`src/rtl/ice_mem_pkg.sv`:
```
// Shared types and constants for the fetch/load-store memory arbiter.
// The owner enum records which port a pending read response belongs to.
package ice_mem_pkg;

  typedef enum logic [1:0] {
    OWN_NONE  = 2'd0,
    OWN_FETCH = 2'd1,
    OWN_DATA  = 2'd2
  } owner_e;

  localparam int unsigned WORD_BYTES = 4;

  // A word access is in range when its last byte still falls inside memory.
  // The extra bit keeps addresses near 2^32 from wrapping into range.
  function automatic logic in_range(input logic [31:0] addr, input logic [32:0] last_byte);
    return ({1'b0, addr} + 33'd3) <= last_byte;
  endfunction

endpackage

```
`src/rtl/memory_arbiter_if.sv`:
```
// Bundle of the fetch port, load/store port and memory-side signals of the arbiter.
// slave is the arbiter's view; master is the core/memory environment's view.
interface memory_arbiter_if;

  logic        iwFetchReq;
  logic [31:0] iwFetchAddr;
  logic        owFetchGnt;
  logic        orFetchRvalid;
  logic        orFetchErr;
  logic [31:0] owFetchRdata;

  logic        iwDataReq;
  logic [3:0]  iwDataWstrb;
  logic [31:0] iwDataAddr;
  logic [31:0] iwDataWdata;
  logic        owDataGnt;
  logic        orDataRvalid;
  logic        orDataErr;
  logic [31:0] owDataRdata;

  logic [31:0] owMemReadAddr;
  logic [31:0] owMemWriteAddr;
  logic [31:0] owMemWriteData;
  logic [3:0]  owMemWstrb;
  logic [31:0] iwMemReadData;

  modport slave (
    input  iwFetchReq, iwFetchAddr,
    input  iwDataReq, iwDataWstrb, iwDataAddr, iwDataWdata,
    input  iwMemReadData,
    output owFetchGnt, orFetchRvalid, orFetchErr, owFetchRdata,
    output owDataGnt, orDataRvalid, orDataErr, owDataRdata,
    output owMemReadAddr, owMemWriteAddr, owMemWriteData, owMemWstrb
  );

  modport master (
    output iwFetchReq, iwFetchAddr,
    output iwDataReq, iwDataWstrb, iwDataAddr, iwDataWdata,
    output iwMemReadData,
    input  owFetchGnt, orFetchRvalid, orFetchErr, owFetchRdata,
    input  owDataGnt, orDataRvalid, orDataErr, owDataRdata,
    input  owMemReadAddr, owMemWriteAddr, owMemWriteData, owMemWstrb
  );

endinterface

```
`src/rtl/arb_starve_counter.sv`:
```
// Counts consecutive conflicts won by the priority port and raises owYield
// once the limit is reached so the other port gets the next conflict.
module arb_starve_counter
  import ice_mem_pkg::*;
#(
  parameter logic [3:0] pStarveLimit = 4'd4
) (
  input  logic iwClk,
  input  logic iwnRst,
  input  logic iwPrioWin,
  output logic owYield
);

  logic [3:0] r_streak;
  logic [3:0] w_streak_next;

  assign owYield = (r_streak == pStarveLimit);

  always_comb begin
    w_streak_next = 4'd0;
    if (iwPrioWin) begin
      w_streak_next = owYield ? r_streak : r_streak + 4'd1;
    end
  end

  always_ff @(posedge iwClk or negedge iwnRst) begin
    if (!iwnRst) begin
      r_streak <= 4'd0;
    end else begin
      r_streak <= w_streak_next;
    end
  end

endmodule

```
`src/rtl/memory_arbiter.sv`:
```
// Shares one single-port-per-direction memory between instruction fetch and
// load/store: one access per cycle, responses routed back one cycle later.
module memory_arbiter
  import ice_mem_pkg::*;
#(
  parameter int unsigned pWords        = 32'd128,
  parameter logic        pDataPriority = 1'b1,
  parameter logic [3:0]  pStarveLimit  = 4'd4
) (
  input  logic             iwClk,
  input  logic             iwnRst,
  memory_arbiter_if.slave  bus
);

  localparam logic [32:0] LAST_BYTE = 33'(pWords * WORD_BYTES) - 33'd1;

  logic        w_conflict;
  logic        w_yield;
  logic        w_data_wins;
  logic        w_data_gnt;
  logic        w_fetch_gnt;
  logic        w_prio_win;
  logic [31:0] w_gnt_addr;
  logic        w_in_range;
  logic        w_store;

  owner_e      r_owner;
  logic        r_err;
  logic        r_store;
  owner_e      w_owner_next;
  logic        w_err_next;
  logic        w_store_next;

  // Grant: the priority port wins conflicts unless its streak hit the limit.
  assign w_conflict  = bus.iwFetchReq & bus.iwDataReq;
  assign w_data_wins = pDataPriority ^ w_yield;
  assign w_data_gnt  = bus.iwDataReq & (~bus.iwFetchReq | w_data_wins);
  assign w_fetch_gnt = bus.iwFetchReq & ~w_data_gnt;
  assign w_prio_win  = w_conflict & (pDataPriority ? w_data_gnt : w_fetch_gnt);

  arb_starve_counter #(
    .pStarveLimit (pStarveLimit)
  ) u_starve (
    .iwClk     (iwClk),
    .iwnRst    (iwnRst),
    .iwPrioWin (w_prio_win),
    .owYield   (w_yield)
  );

  assign bus.owFetchGnt = w_fetch_gnt;
  assign bus.owDataGnt  = w_data_gnt;

  assign w_gnt_addr = w_data_gnt  ? bus.iwDataAddr  :
                      w_fetch_gnt ? bus.iwFetchAddr : 32'd0;
  assign w_in_range = in_range(w_gnt_addr, LAST_BYTE);
  assign w_store    = w_data_gnt & (|bus.iwDataWstrb);

  // Out-of-range stores are still accepted but must never reach the array.
  assign bus.owMemReadAddr  = w_gnt_addr;
  assign bus.owMemWriteAddr = w_store ? bus.iwDataAddr  : 32'd0;
  assign bus.owMemWriteData = w_store ? bus.iwDataWdata : 32'd0;
  assign bus.owMemWstrb     = (w_store & w_in_range) ? bus.iwDataWstrb : 4'd0;

  always_comb begin
    w_owner_next = OWN_NONE;
    w_err_next   = 1'b0;
    w_store_next = 1'b0;
    if (w_data_gnt) begin
      w_owner_next = OWN_DATA;
      w_err_next   = ~w_in_range;
      w_store_next = w_store;
    end else if (w_fetch_gnt) begin
      w_owner_next = OWN_FETCH;
      w_err_next   = ~w_in_range;
    end
  end

  always_ff @(posedge iwClk or negedge iwnRst) begin
    if (!iwnRst) begin
      r_owner <= OWN_NONE;
      r_err   <= 1'b0;
      r_store <= 1'b0;
    end else begin
      r_owner <= w_owner_next;
      r_err   <= w_err_next;
      r_store <= w_store_next;
    end
  end

  // Memory read data lines up with the registered owner one cycle after grant.
  assign bus.orFetchRvalid = (r_owner == OWN_FETCH);
  assign bus.orFetchErr    = (r_owner == OWN_FETCH) & r_err;
  assign bus.owFetchRdata  = ((r_owner == OWN_FETCH) && !r_err) ? bus.iwMemReadData : 32'd0;

  assign bus.orDataRvalid  = (r_owner == OWN_DATA);
  assign bus.orDataErr     = (r_owner == OWN_DATA) & r_err;
  assign bus.owDataRdata   = ((r_owner == OWN_DATA) && !r_err && !r_store) ?
                             bus.iwMemReadData : 32'd0;

endmodule
```
`src/flat_wrapper.sv`:
```
// flat-port wrapper written by rule: the top's interface ports become plain ports
module memory_arbiter_flat import ice_mem_pkg::*;
#(
  parameter int unsigned pWords        = 32'd128,
  parameter logic        pDataPriority = 1'b1,
  parameter logic [3:0]  pStarveLimit  = 4'd4
)
  (iwClk, iwnRst, bus_iwFetchReq, bus_iwFetchAddr, bus_iwDataReq, bus_iwDataWstrb, bus_iwDataAddr, bus_iwDataWdata, bus_iwMemReadData, bus_owFetchGnt, bus_orFetchRvalid, bus_orFetchErr, bus_owFetchRdata, bus_owDataGnt, bus_orDataRvalid, bus_orDataErr, bus_owDataRdata, bus_owMemReadAddr, bus_owMemWriteAddr, bus_owMemWriteData, bus_owMemWstrb);
  memory_arbiter_if bus_i ();
  input  logic iwClk;
  input  logic iwnRst;
  input wire logic [$bits(bus_i.iwFetchReq)-1:0] bus_iwFetchReq;
  input wire logic [$bits(bus_i.iwFetchAddr)-1:0] bus_iwFetchAddr;
  input wire logic [$bits(bus_i.iwDataReq)-1:0] bus_iwDataReq;
  input wire logic [$bits(bus_i.iwDataWstrb)-1:0] bus_iwDataWstrb;
  input wire logic [$bits(bus_i.iwDataAddr)-1:0] bus_iwDataAddr;
  input wire logic [$bits(bus_i.iwDataWdata)-1:0] bus_iwDataWdata;
  input wire logic [$bits(bus_i.iwMemReadData)-1:0] bus_iwMemReadData;
  output wire logic [$bits(bus_i.owFetchGnt)-1:0] bus_owFetchGnt;
  output wire logic [$bits(bus_i.orFetchRvalid)-1:0] bus_orFetchRvalid;
  output wire logic [$bits(bus_i.orFetchErr)-1:0] bus_orFetchErr;
  output wire logic [$bits(bus_i.owFetchRdata)-1:0] bus_owFetchRdata;
  output wire logic [$bits(bus_i.owDataGnt)-1:0] bus_owDataGnt;
  output wire logic [$bits(bus_i.orDataRvalid)-1:0] bus_orDataRvalid;
  output wire logic [$bits(bus_i.orDataErr)-1:0] bus_orDataErr;
  output wire logic [$bits(bus_i.owDataRdata)-1:0] bus_owDataRdata;
  output wire logic [$bits(bus_i.owMemReadAddr)-1:0] bus_owMemReadAddr;
  output wire logic [$bits(bus_i.owMemWriteAddr)-1:0] bus_owMemWriteAddr;
  output wire logic [$bits(bus_i.owMemWriteData)-1:0] bus_owMemWriteData;
  output wire logic [$bits(bus_i.owMemWstrb)-1:0] bus_owMemWstrb;
  assign bus_i.iwFetchReq = bus_iwFetchReq;
  assign bus_i.iwFetchAddr = bus_iwFetchAddr;
  assign bus_i.iwDataReq = bus_iwDataReq;
  assign bus_i.iwDataWstrb = bus_iwDataWstrb;
  assign bus_i.iwDataAddr = bus_iwDataAddr;
  assign bus_i.iwDataWdata = bus_iwDataWdata;
  assign bus_i.iwMemReadData = bus_iwMemReadData;
  assign bus_owFetchGnt = bus_i.owFetchGnt;
  assign bus_orFetchRvalid = bus_i.orFetchRvalid;
  assign bus_orFetchErr = bus_i.orFetchErr;
  assign bus_owFetchRdata = bus_i.owFetchRdata;
  assign bus_owDataGnt = bus_i.owDataGnt;
  assign bus_orDataRvalid = bus_i.orDataRvalid;
  assign bus_orDataErr = bus_i.orDataErr;
  assign bus_owDataRdata = bus_i.owDataRdata;
  assign bus_owMemReadAddr = bus_i.owMemReadAddr;
  assign bus_owMemWriteAddr = bus_i.owMemWriteAddr;
  assign bus_owMemWriteData = bus_i.owMemWriteData;
  assign bus_owMemWstrb = bus_i.owMemWstrb;
  memory_arbiter #(.pWords(pWords), .pDataPriority(pDataPriority), .pStarveLimit(pStarveLimit)) u_core (.iwClk(iwClk), .iwnRst(iwnRst), .bus(bus_i));
endmodule
```
`config.mk`:
```
export PLATFORM = sky130hd
export DESIGN_NAME = memory_arbiter_flat
export DESIGN_NICKNAME = d
export VERILOG_FILES = /design/src/rtl/ice_mem_pkg.sv /design/src/rtl/memory_arbiter_if.sv /design/src/rtl/arb_starve_counter.sv /design/src/rtl/memory_arbiter.sv /design/src/flat_wrapper.sv
export SDC_FILE = /design/constraint.sdc
export NUM_CORES = 1
export LEC_CHECK = 0
export CAP_MARGIN = 15
export CORE_AREA = 2 2 119 121
export DETAILED_ROUTE_END_ITERATION = 10
export DIE_AREA = 0 0 121 123
export PLACE_DENSITY = 0.69
export RECOVER_POWER = 25
export SETUP_SLACK_MARGIN = 0.15
export SYNTH_ARGS = -nofsm -noshare
export SYNTH_HDL_FRONTEND = slang
export SYNTH_SLANG_ARGS = --single-unit
```
`constraint.sdc`:
```
create_clock -name iwClk -period 5.5 [get_ports iwClk]
set_input_delay 1.1 -clock iwClk [delete_from_list [all_inputs] [get_ports iwClk]]
set_output_delay 1.1 -clock iwClk [all_outputs]
set_load 0.01 [all_outputs]
```
=== Word level (Yosys, flattened, before mapping) ===
Cells that the tools add are included.

* Reductions and logical operators: 6
* Bitwise gates (word level): 13
* Add/sub/neg operators: 2
* Equality and inequality tests: 4
* Mux-type cells: 14
* Magnitude comparators: 1

{| class="wikitable"
|+ Operators by type and width
! cell !! number
|-
| two-way mux 32 bit || 6
|-
| adder 32 x 2 -> 33 bit (second input constant) || 1
|-
| <= comparator 33 x 9 -> 1 bit (second input constant) || 1
|-
| two-way mux 4 bit || 3
|-
| AND 1 bit || 8
|-
| adder 4 x 1 -> 4 bit (second input constant) || 1
|-
| equality test 4 x 3 -> 1 bit (second input constant) || 1
|-
| two-way mux 1 bit || 4
|-
| inverter 1 bit || 4
|-
| OR reduction 4 bit || 1
|-
| logical AND 1 bit || 3
|-
| equality test 2 x 1 -> 1 bit (second input constant) || 1
|-
| equality test 2 bit (second input constant) || 1
|-
| zero test 1 bit || 2
|-
| two-way mux 2 bit || 1
|-
| != test 2 bit (second input constant) || 1
|-
| OR 1 bit || 1
|}

* Bits of input ports: 136
* Logic and storage cells: 44
* Bits in registers: 8
* Output and inout port bits: 170

=== Longest topological paths before layout ===
Gate-level depths: netlist of the first run.

* Depth in word-level cells: 13
* Depth in mapped cells: 15
* Mapped depth without buffers: 12

=== Cells and area by module ===
A second synthesis of the first run with hierarchy kept.

* Cell total of the unflattened synthesis: 346
* Area total of the unflattened synthesis: 2419.8 µm²

{| class="wikitable"
|+ By module, submodules not included
! module !! cells each !! area an instance (µm²) !! times used !! seq. area each (µm²)
|-
| memory_arbiter || 323 || 2189.6 || 1 || 100.1
|-
| arb_starve_counter || 23 || 230.2 || 1 || 100.1
|}

=== Worst setup path before layout of the first run ===
No wires, ideal clock.

* Path kind: input -> output
* From: in bus_iwFetchReq
* To: out bus_owMemWstrb[0]
* Data required time: 4.400 ns
* Cell stages on the path: 12
* Path slack: 1.079 ns
* Arrival: 3.321 ns
* Path buffers: 3
* Path through: nand4b_2 -> nand2_1 -> inv_1 -> buf_2 -> buf_2 -> buf_2 -> o21ai_0 -> o31ai_1 -> mux2i_1 -> nand4_1 -> nor4_2 -> and4_1

* Cells in the longest elaborated chain, start to end: 11
* Elaborated cells on any way between the ends: 12
* Classes of those cells: 1 x add/sub; 1 x order compare; 3 x mux; 7 x bitwise

{| class="wikitable"
|+ Ends and longest elaborated chain
! what !! RTL line !! source
|-
| start, declared || flat_wrapper.sv:12 || <nowiki>input wire logic [$bits(bus_i.iwFetchReq)-1:0] bus_iwFetchReq;</nowiki>
|-
| inverter 1 bit || memory_arbiter.sv:37 || <nowiki>assign w_data_gnt = bus.iwDataReq & (~bus.iwFetchReq | w_data_wins);</nowiki>
|-
| OR 1 bit || memory_arbiter.sv:37 ||
|-
| AND 1 bit || memory_arbiter.sv:37 ||
|-
| inverter 1 bit || memory_arbiter.sv:38 || <nowiki>assign w_fetch_gnt = bus.iwFetchReq & ~w_data_gnt;</nowiki>
|-
| AND 1 bit || memory_arbiter.sv:38 ||
|-
| two-way mux 32 bit || memory_arbiter.sv:54 || <nowiki>w_fetch_gnt ? bus.iwFetchAddr : 32'd0;</nowiki>
|-
| two-way mux 32 bit * || memory_arbiter.sv:53 || <nowiki>assign w_gnt_addr = w_data_gnt ? bus.iwDataAddr :</nowiki>
|-
| via bus_owMemReadAddr[24] || flat_wrapper.sv:27 || <nowiki>output wire logic [$bits(bus_i.owMemReadAddr)-1:0] bus_owMemReadAddr;</nowiki>
|-
| adder 32 x 2 -> 33 bit * || ice_mem_pkg.sv:16 || <nowiki>return ({1'b0, addr} + 33'd3) <= last_byte;</nowiki>
|-
| <= comparator 33 x 9 -> 1 bit * || ice_mem_pkg.sv:16 ||
|-
| AND 1 bit * || memory_arbiter.sv:62 || <nowiki>assign bus.owMemWstrb = (w_store & w_in_range) ? bus.iwDataWstrb : 4'd0;</nowiki>
|-
| two-way mux 4 bit * || memory_arbiter.sv:62 ||
|-
| end, declared || flat_wrapper.sv:30 || <nowiki>output wire logic [$bits(bus_i.owMemWstrb)-1:0] bus_owMemWstrb;</nowiki>
|}

Mark *: on every way through the listed nets, which the timed path passes. The rest lies on a longest branch.

=== Worst setup path after layout of the first run ===
* From: in bus_iwDataReq
* To: out bus_owMemWstrb[1]

* Cells in the longest elaborated chain, start to end: 9
* Elaborated cells on any way between the ends: 10
* Classes of those cells: 1 x add/sub; 1 x order compare; 3 x mux; 5 x bitwise

{| class="wikitable"
|+ Ends and longest elaborated chain
! what !! RTL line !! source
|-
| start, declared || flat_wrapper.sv:14 || <nowiki>input wire logic [$bits(bus_i.iwDataReq)-1:0] bus_iwDataReq;</nowiki>
|-
| AND 1 bit * || memory_arbiter.sv:37 ||
|-
| inverter 1 bit || memory_arbiter.sv:38 ||
|-
| AND 1 bit || memory_arbiter.sv:38 ||
|-
| two-way mux 32 bit || memory_arbiter.sv:54 ||
|-
| two-way mux 32 bit || memory_arbiter.sv:53 ||
|-
| adder 32 x 2 -> 33 bit || ice_mem_pkg.sv:16 ||
|-
| <= comparator 33 x 9 -> 1 bit || ice_mem_pkg.sv:16 ||
|-
| AND 1 bit * || memory_arbiter.sv:62 ||
|-
| two-way mux 4 bit * || memory_arbiter.sv:62 ||
|}

Mark *: on every way between the ends. The rest lies on a longest branch, timed or not.

==> metrics.cfg, run 1 <==
[worst_setup_path]
reg2reg_from=u_core.u_starve.r_streak[0]$_DFFE_PN0P_
critPathKind=input port to output port
crit_arrival_ns=4.15
cp_top_family=buffers and inverters
crit_buf_inv=5
r2r_cells=12
cp_slowest_cell=dlygate4sd3_1
cp-end-kind=output port
r2r_slack_ns=2.58
cp_max_fo=15
cpPeakStageDelay_ns=0.53
crit_start=bus_iwDataReq
start_kind=input port
crit_required_ns=4.40
cpMostUsedCell=buf_4
path_cells=dlygate4sd3_1 -> buf_4 -> buf_4 -> a2111oi_0 -> o22ai_1 -> nor3_1 -> mux2i_1 -> nand4_1 -> nor4_2 -> buf_4 -> and4_1 -> dlygate4sd2_1
cp.depth=12

[timing]
rsz0062_at_grt=false
tightest_slew_ns=0.659
finalHoldViolations=0
clock.fmax_mhz=190
post-route-period-util_pct=95.5
finalSetupViolCount=0
skew_ns=0.000424
layout_min_cycle_time_ns=5.25
relSlewSlack_pct=56.0
finalHoldWorstSlack_ns=0.521
slew_viol_final=0

[global_routing]
grt_overflow=0
busiest_layer=met2
grt_max_degree=66
grt_util_met2_pct=37.1
grt_pass1_vias=4559
antenna_found_initial=0
use_met1_pct=25.7
gr-usage-met3_pct=3.23
grt_pass1_wl_um=24500
grt_usage_pct=20.5

[synth]
synth_warnings=0
syn_nets=605
synth_cell_types=66
yosysTopAreaCell=and2_1
ys_seq_area_share_pct=6.82
syn_area_per_cell_sq_um=6.30
synth_edf_count=0
async_flop_share_pct=100
syn-instance-count=466
ys_top_cells_by_area=and2_1, nand2_1, dfrtp_1
synthFlopType=dfrtp_1
netlist_area_sq_mm=0.00294
synth-seq-cells=8
synth.top_cell.area_share_pct=29.0

[cts]
cts-root-buf=clkbuf_16
cts_max_level=1
cts_buffers=3
clock_latency_ns=0.23
path_clk_slew_ns=0.04
clockBufferDepth=2
cts_tree=yes
cts_sinks=8

[drt]
final_antenna_net_count=0
dr.pass1.iters=6
via_per_inst=4.87
num_vias=4741
drc=0
drt-initial-drc-count=409
routed_wl_um=16300
wl_per_cell_um=16.8

[flow_run]
cap_violations=0

[min_path]
hold_path_depth=1
min_path_type=flop to flop
worstHoldStart=u_core.u_starve.r_streak[0]$_DFFE_PN0P_

[layout]
area_growth_pct=124
diodes=0
fin_util_pct=48.3
final_common_cell=clkdlybuf4s50_1
post_layout_nonfiller_instances=974
multi_input_area_sq_mm=0.00259
nets=935
drive_gt1_share_pct=9.19
final_cell_mix=clkdlybuf4s50_1, and2_1, nand2_1
ff_latch_area_sq_um=200
nFillCells=1380

[place]
port_buffers=305
dp.cells=971
post-dp-hpwl_um=13800
gp_congestion=0.952

[die]
rows=43
die_x_um=121
io_pins=306
start_util_pct=21.6
core_sq_mm=0.0136
die_h_um=123
die_area_sq_mm=0.0149

[power]
total_power_mw=0.573
p_leak_nw=2.65
powerDensity_mw_per_mm2=87.1
ir_drop_mv=0.0739

[status]
outcome=completed

==> synth_stat cells (all sizes together) (3+ instances only) <==
library cell	number
a31oi	3
a22o	4
a21oi	11
mux2i	5
buf	11
and4	7
or2	5
dfrtp	8
nor2b	5
o2111ai	4
a22oi	5
and2	136
o22ai	4
nand2	61
o31ai	3
nand4	18
a21o	3
ha	3
nor4	8
xnor2	7
nor2	12
a2111oi	4
nor3	8
o21ai	28
inv	6
nand3	30
clkbuf	22
and3	10
==> final cells by class <==
| class | count | share of cell area, % |
|---|---|---|
| repair buffers | 358 | 52.5 |
| multi-input cells | 418 | 39.4 |
| clock buffers | 3 | 1.14 |
| flip-flops and latches | 8 | 3.04 |
| inverters | 7 | 0.400 |
| well taps | 180 | 3.42 |
==> state kept, by name, indices dropped and copies added, names as in the netlist <==
name / flops
u_core.u_starve.r_streak: 4
u_core.r_owner: 2
u_core.r_err: 1
u_core.r_store: 1
==> layer usage <==
layer  vias to the layer above  routed length, um  part of all wire [%]
met1                      2150               6820                    42
li1                       2329                  -                     -
met3                        18               1190                   7.3
met2                       244               8110                    50
met4                         0                228                   1.4
met5                         -                  0                     0
==> worst register-to-register path, cell delays in order (launching register included) <==
cell	delay [ns]
dfrtp_1	0.40
inv_1	0.06
ha_1	0.23
and4b_1	0.30
nor4b_1	0.39
buf_4	0.18
o22ai_1	0.10
nor3_1	0.24
mux2i_1	0.25
nand4_1	0.12
nor4_2	0.27
buf_4	0.17
nand2_1	0.07
==> kinds of logic (layout without fill, tap and decap cells) <==
kind of cell,after synthesis,in the layout,synth area share [%]
flip-flops,8,8,6.82
XOR/XNOR,9,9,2.69
adder cells (fa/ha/maj),3,3,1.28
AO/OA/AOI/OAI,90,90,21.2
multiplexers,5,5,1.71
AND/OR/NAND/NOR,311,311,60.5
buffers and inverters,40,368,5.75
==> what timing repair did <==
action | 4_1_cts | 5_1_grt
gates resized for setup | 6 | 7
pin swaps | 0 | 0
hold buffers | 0 | 0
buffers inserted | 0 | 0
setup endpoints to repair | 4 | 4
==> power by group <==
part	total, mW	switching, mW	internal [mW]
registers	0.0625	0.00135	0.0611
clock network	0.120	0.0263	0.0935
logic	0.391	0.166	0.224
total	0.573	0.194	0.379
==> through the flow <==
step           setup TNS (ns)  setup WS (ns)  cell area (sq um)
6_report                    0          0.249               6580
5_1_grt                     0         0.0818               6580
4_1_cts                     0          0.288               6560
3_5_place_dp           -0.787         -0.210               6490
3_3_place_gp           -0.648         -0.175               6490
2_1_floorplan               0           1.08               2940
==> final timing paths <==
path / end
max: bus_owMemWstrb[1]
min: u_core.u_starve.r_streak[0]$_DFFE_PN0P_
max reg2reg: u_core.r_err$_DFF_PN0_
min reg2reg: u_core.u_starve.r_streak[0]$_DFFE_PN0P_
max in group asynchronous: u_core.u_starve.r_streak[1]$_DFFE_PN0P_
min in group asynchronous: u_core.r_store$_DFF_PN0_
(Power assumes the default switching activity.)
==> run 2: changes to the inputs <==
- SLEW_MARGIN: unset -> 20
==> results of run 2 <==
Same layout as run 1: the final DEF is identical, and so are final timing and power.
==> run 3: changes to the inputs <==
- CORE_AREA: 2 2 119 121 -> unset
- CORE_MARGIN: unset -> 10
- CORE_UTILIZATION: unset -> 28
- DIE_AREA: 0 0 121 123 -> unset
- MAX_ROUTING_LAYER: unset -> met4
- PLACE_DENSITY: 0.69 -> 0.84
==> run 3 against run 2 <==
Compared with the run above: power fell by 5.9%; largest power group unchanged; maximum frequency rose by 1.9%; sequential power barely moved; critical path type unchanged.
==> metrics.cfg, run 3 (synthesis gave the netlist of run 1 again) <==
[layout]
regMostFlops=u_core.u_starve.r_streak
diodes=0  ; unchanged
nets=945  ; +1.1%
area_growth_pct=125
final_common_cell=clkdlybuf4s50_1
final_cell_mix=clkdlybuf4s50_1, and2_1, nand2_1
drive_gt1_share_pct=11.2  ; +2.0 points
largest_register_ffs=4  ; unchanged
post_layout_nonfiller_instances=940  ; -3.5%
reg_top3=u_core.u_starve.r_streak x4, u_core.r_owner x2

[place]
dp.cells=937  ; -3.5%
gp_congestion=0.997  ; +4.7%
port_buffers=305  ; unchanged
post-dp-hpwl_um=16900  ; +23%

[worst_setup_path]
crit_required_ns=4.40  ; about the same
r2r_cells=13  ; +1
crit_start=bus_iwDataReq
crit_arrival_ns=4.05  ; -0.10 ns
start_kind=input port
r2r_slack_ns=2.58  ; about the same
r2r-end=u_core.r_err$_DFF_PN0_
crit_buf_inv=6  ; +1
reg2reg_from=u_core.u_starve.r_streak[0]$_DFFE_PN0P_
critPathKind=input port to output port
cpMostUsedCell=buf_4
cp_max_fo=19  ; +4
cp_top_family=buffers and inverters
cp-end-kind=output port
cp_slowest_cell=dlygate4sd3_1
cpPeakStageDelay_ns=0.59  ; +0.06 ns
path_cells=dlygate4sd3_1 -> buf_12 -> clkinv_1 -> o2111ai_1 -> a22o_1 -> buf_4 -> o31a_1 -> a31o_2 -> nand4_1 -> nor4_2 -> buf_4 -> and4_1 -> clkbuf_2

[global_routing]
grt_overflow=0  ; unchanged
grt_usage_pct=24.9  ; +4.4 points
grt_pass1_wl_um=29100  ; +18%
antenna_found_initial=0  ; unchanged
grt_pass1_vias=5042  ; +11%
grt_max_degree=53  ; -20%

[drt]
drc=0  ; unchanged
num_vias=4928  ; +3.9%
routed_wl_um=19700  ; +21%
drt-initial-drc-count=356  ; -13%
via_per_inst=5.24  ; +7.7%
wl_per_cell_um=21.0  ; +25%
final_antenna_net_count=0  ; unchanged
dr.pass1.iters=5  ; -1

[cts]
cts_tree=yes
path_clk_slew_ns=0.04  ; about the same
cts_sinks=8  ; unchanged
cts-root-buf=clkbuf_8
clock_latency_ns=0.23  ; about the same
cts_max_level=1  ; unchanged
clockBufferDepth=2  ; unchanged
cts_buffers=3  ; unchanged
cts_setup_buffers=0  ; unchanged
ctsHoldBuffers=0  ; unchanged

[die]
die_area_sq_mm=0.0150  ; +0.64%
rows=37  ; -14%
die_h_um=122  ; -0.50%
io_pins=306  ; unchanged
core_sq_mm=0.0103  ; -24%
die_x_um=122  ; +1.1%
start_util_pct=28.6  ; +7.0 points

[timing]
post-route-period-util_pct=93.7  ; -1.8 points
slew_viol_final=0  ; unchanged
tightest_slew_ns=0.817  ; +0.158 ns
finalHoldViolations=0  ; unchanged
layout_min_cycle_time_ns=5.15  ; -0.0990 ns
relSlewSlack_pct=45.5  ; -11 points
finalSetupViolCount=0  ; unchanged
clock.fmax_mhz=194  ; +1.9%
skew_ns=0.00461  ; +0.00419 ns
rsz0062_at_grt=false

[power]
p_leak_nw=2.65  ; about the same
powerDensity_mw_per_mm2=81.7  ; -6.2%
total_power_mw=0.539  ; -5.9%
ir_drop_mv=0.0508  ; -31%

[min_path]
hold_path_depth=1  ; unchanged
holdPathEnd=u_core.u_starve.r_streak[0]$_DFFE_PN0P_
worstHoldStart=u_core.u_starve.r_streak[0]$_DFFE_PN0P_
min_path_type=flop to flop

[flow_run]
cap_violations=0  ; unchanged

[status]
outcome=completed

-- run 3: cell types whose count changed in the layout (fill, tap and decap cells not counted), moves of 4 or more --
cell             before  now
and2_0                0    9
buf_4                51   59
clkbuf_2              0    4
and2_1              136  127
clkdlybuf4s50_1     267  277
dlygate4sd3_1        33   23
-- run 3: where the power goes --
group / switching [mW] / internal (mW)
combinational: 0.176 / 0.231
clock: 0.0218 / 0.0473
sequential: 0.00142 / 0.0611
total: 0.200 / 0.339
-- run 3: routing by layer --
metal | vias to the layer above | track usage (%) | share of wire, %
li1 | 2348 | - | -
met1 | 2291 | 28.5 | 40
met2 | 267 | 44.2 | 50
met3 | 22 | 3.86 | 7.7
met4 | 0 | 6.63 | 2.0
met5 | - | - | 0
-- run 3: worst reg2reg max path: stages (launching register included) --
cell and delay (ns):
dfrtp_1 0.38, inv_1 0.06, ha_1 0.23, and4b_1 0.25, buf_4 0.19, or2_2 0.33
buf_4 0.18, a21o_1 0.20, xnor2_1 0.18, a31o_2 0.17, o211ai_1 0.12, nor4_2 0.29
buf_4 0.17, nand2_1 0.06
-- run 3: how the worst max path moves through the flow --
stage               slack, ns  cells after the start                 to
floorplan                1.08                     12  bus_owMemWstrb[0]
global placement        -0.18                     12  bus_owMemWstrb[2]
detailed placement      -0.23                     13  bus_owMemWstrb[0]
CTS                      0.23                     15  bus_owMemWstrb[0]
global route             0.16                     14  bus_owMemWstrb[1]
finish                   0.35                     13  bus_owMemWstrb[0]
-- run 3: area by class of cell --
class,count,area (sq um)
Fill cell,917,3680
Timing Repair Buffer,368,3540
Multi-Input combinational cell,418,2620
Sequential cell,8,200
Tap cell,136,170
Clock buffer,3,41.3
Inverter,7,26.3
-- run 3: timing repair --
action,4_1_cts,5_1_grt
pin swaps,0,3
endpoints found under the setup margin,4,4
gates cloned,0,0
gates resized for setup,8,13
-- run 3: per-stage QoR --
step	setup TNS (ns)	utilization (%)	hold WS, ns	setup WS, ns	area [sq um]
floorplan	0	-	0.452	1.08	2940
global placement	-0.713	63.6	0.469	-0.183	6540
detailed placement	-0.891	63.7	0.478	-0.233	6550
CTS	0	64.1	0.486	0.227	6590
global route	0	64.2	0.499	0.162	6600
finish	0	64.2	0.487	0.348	6600
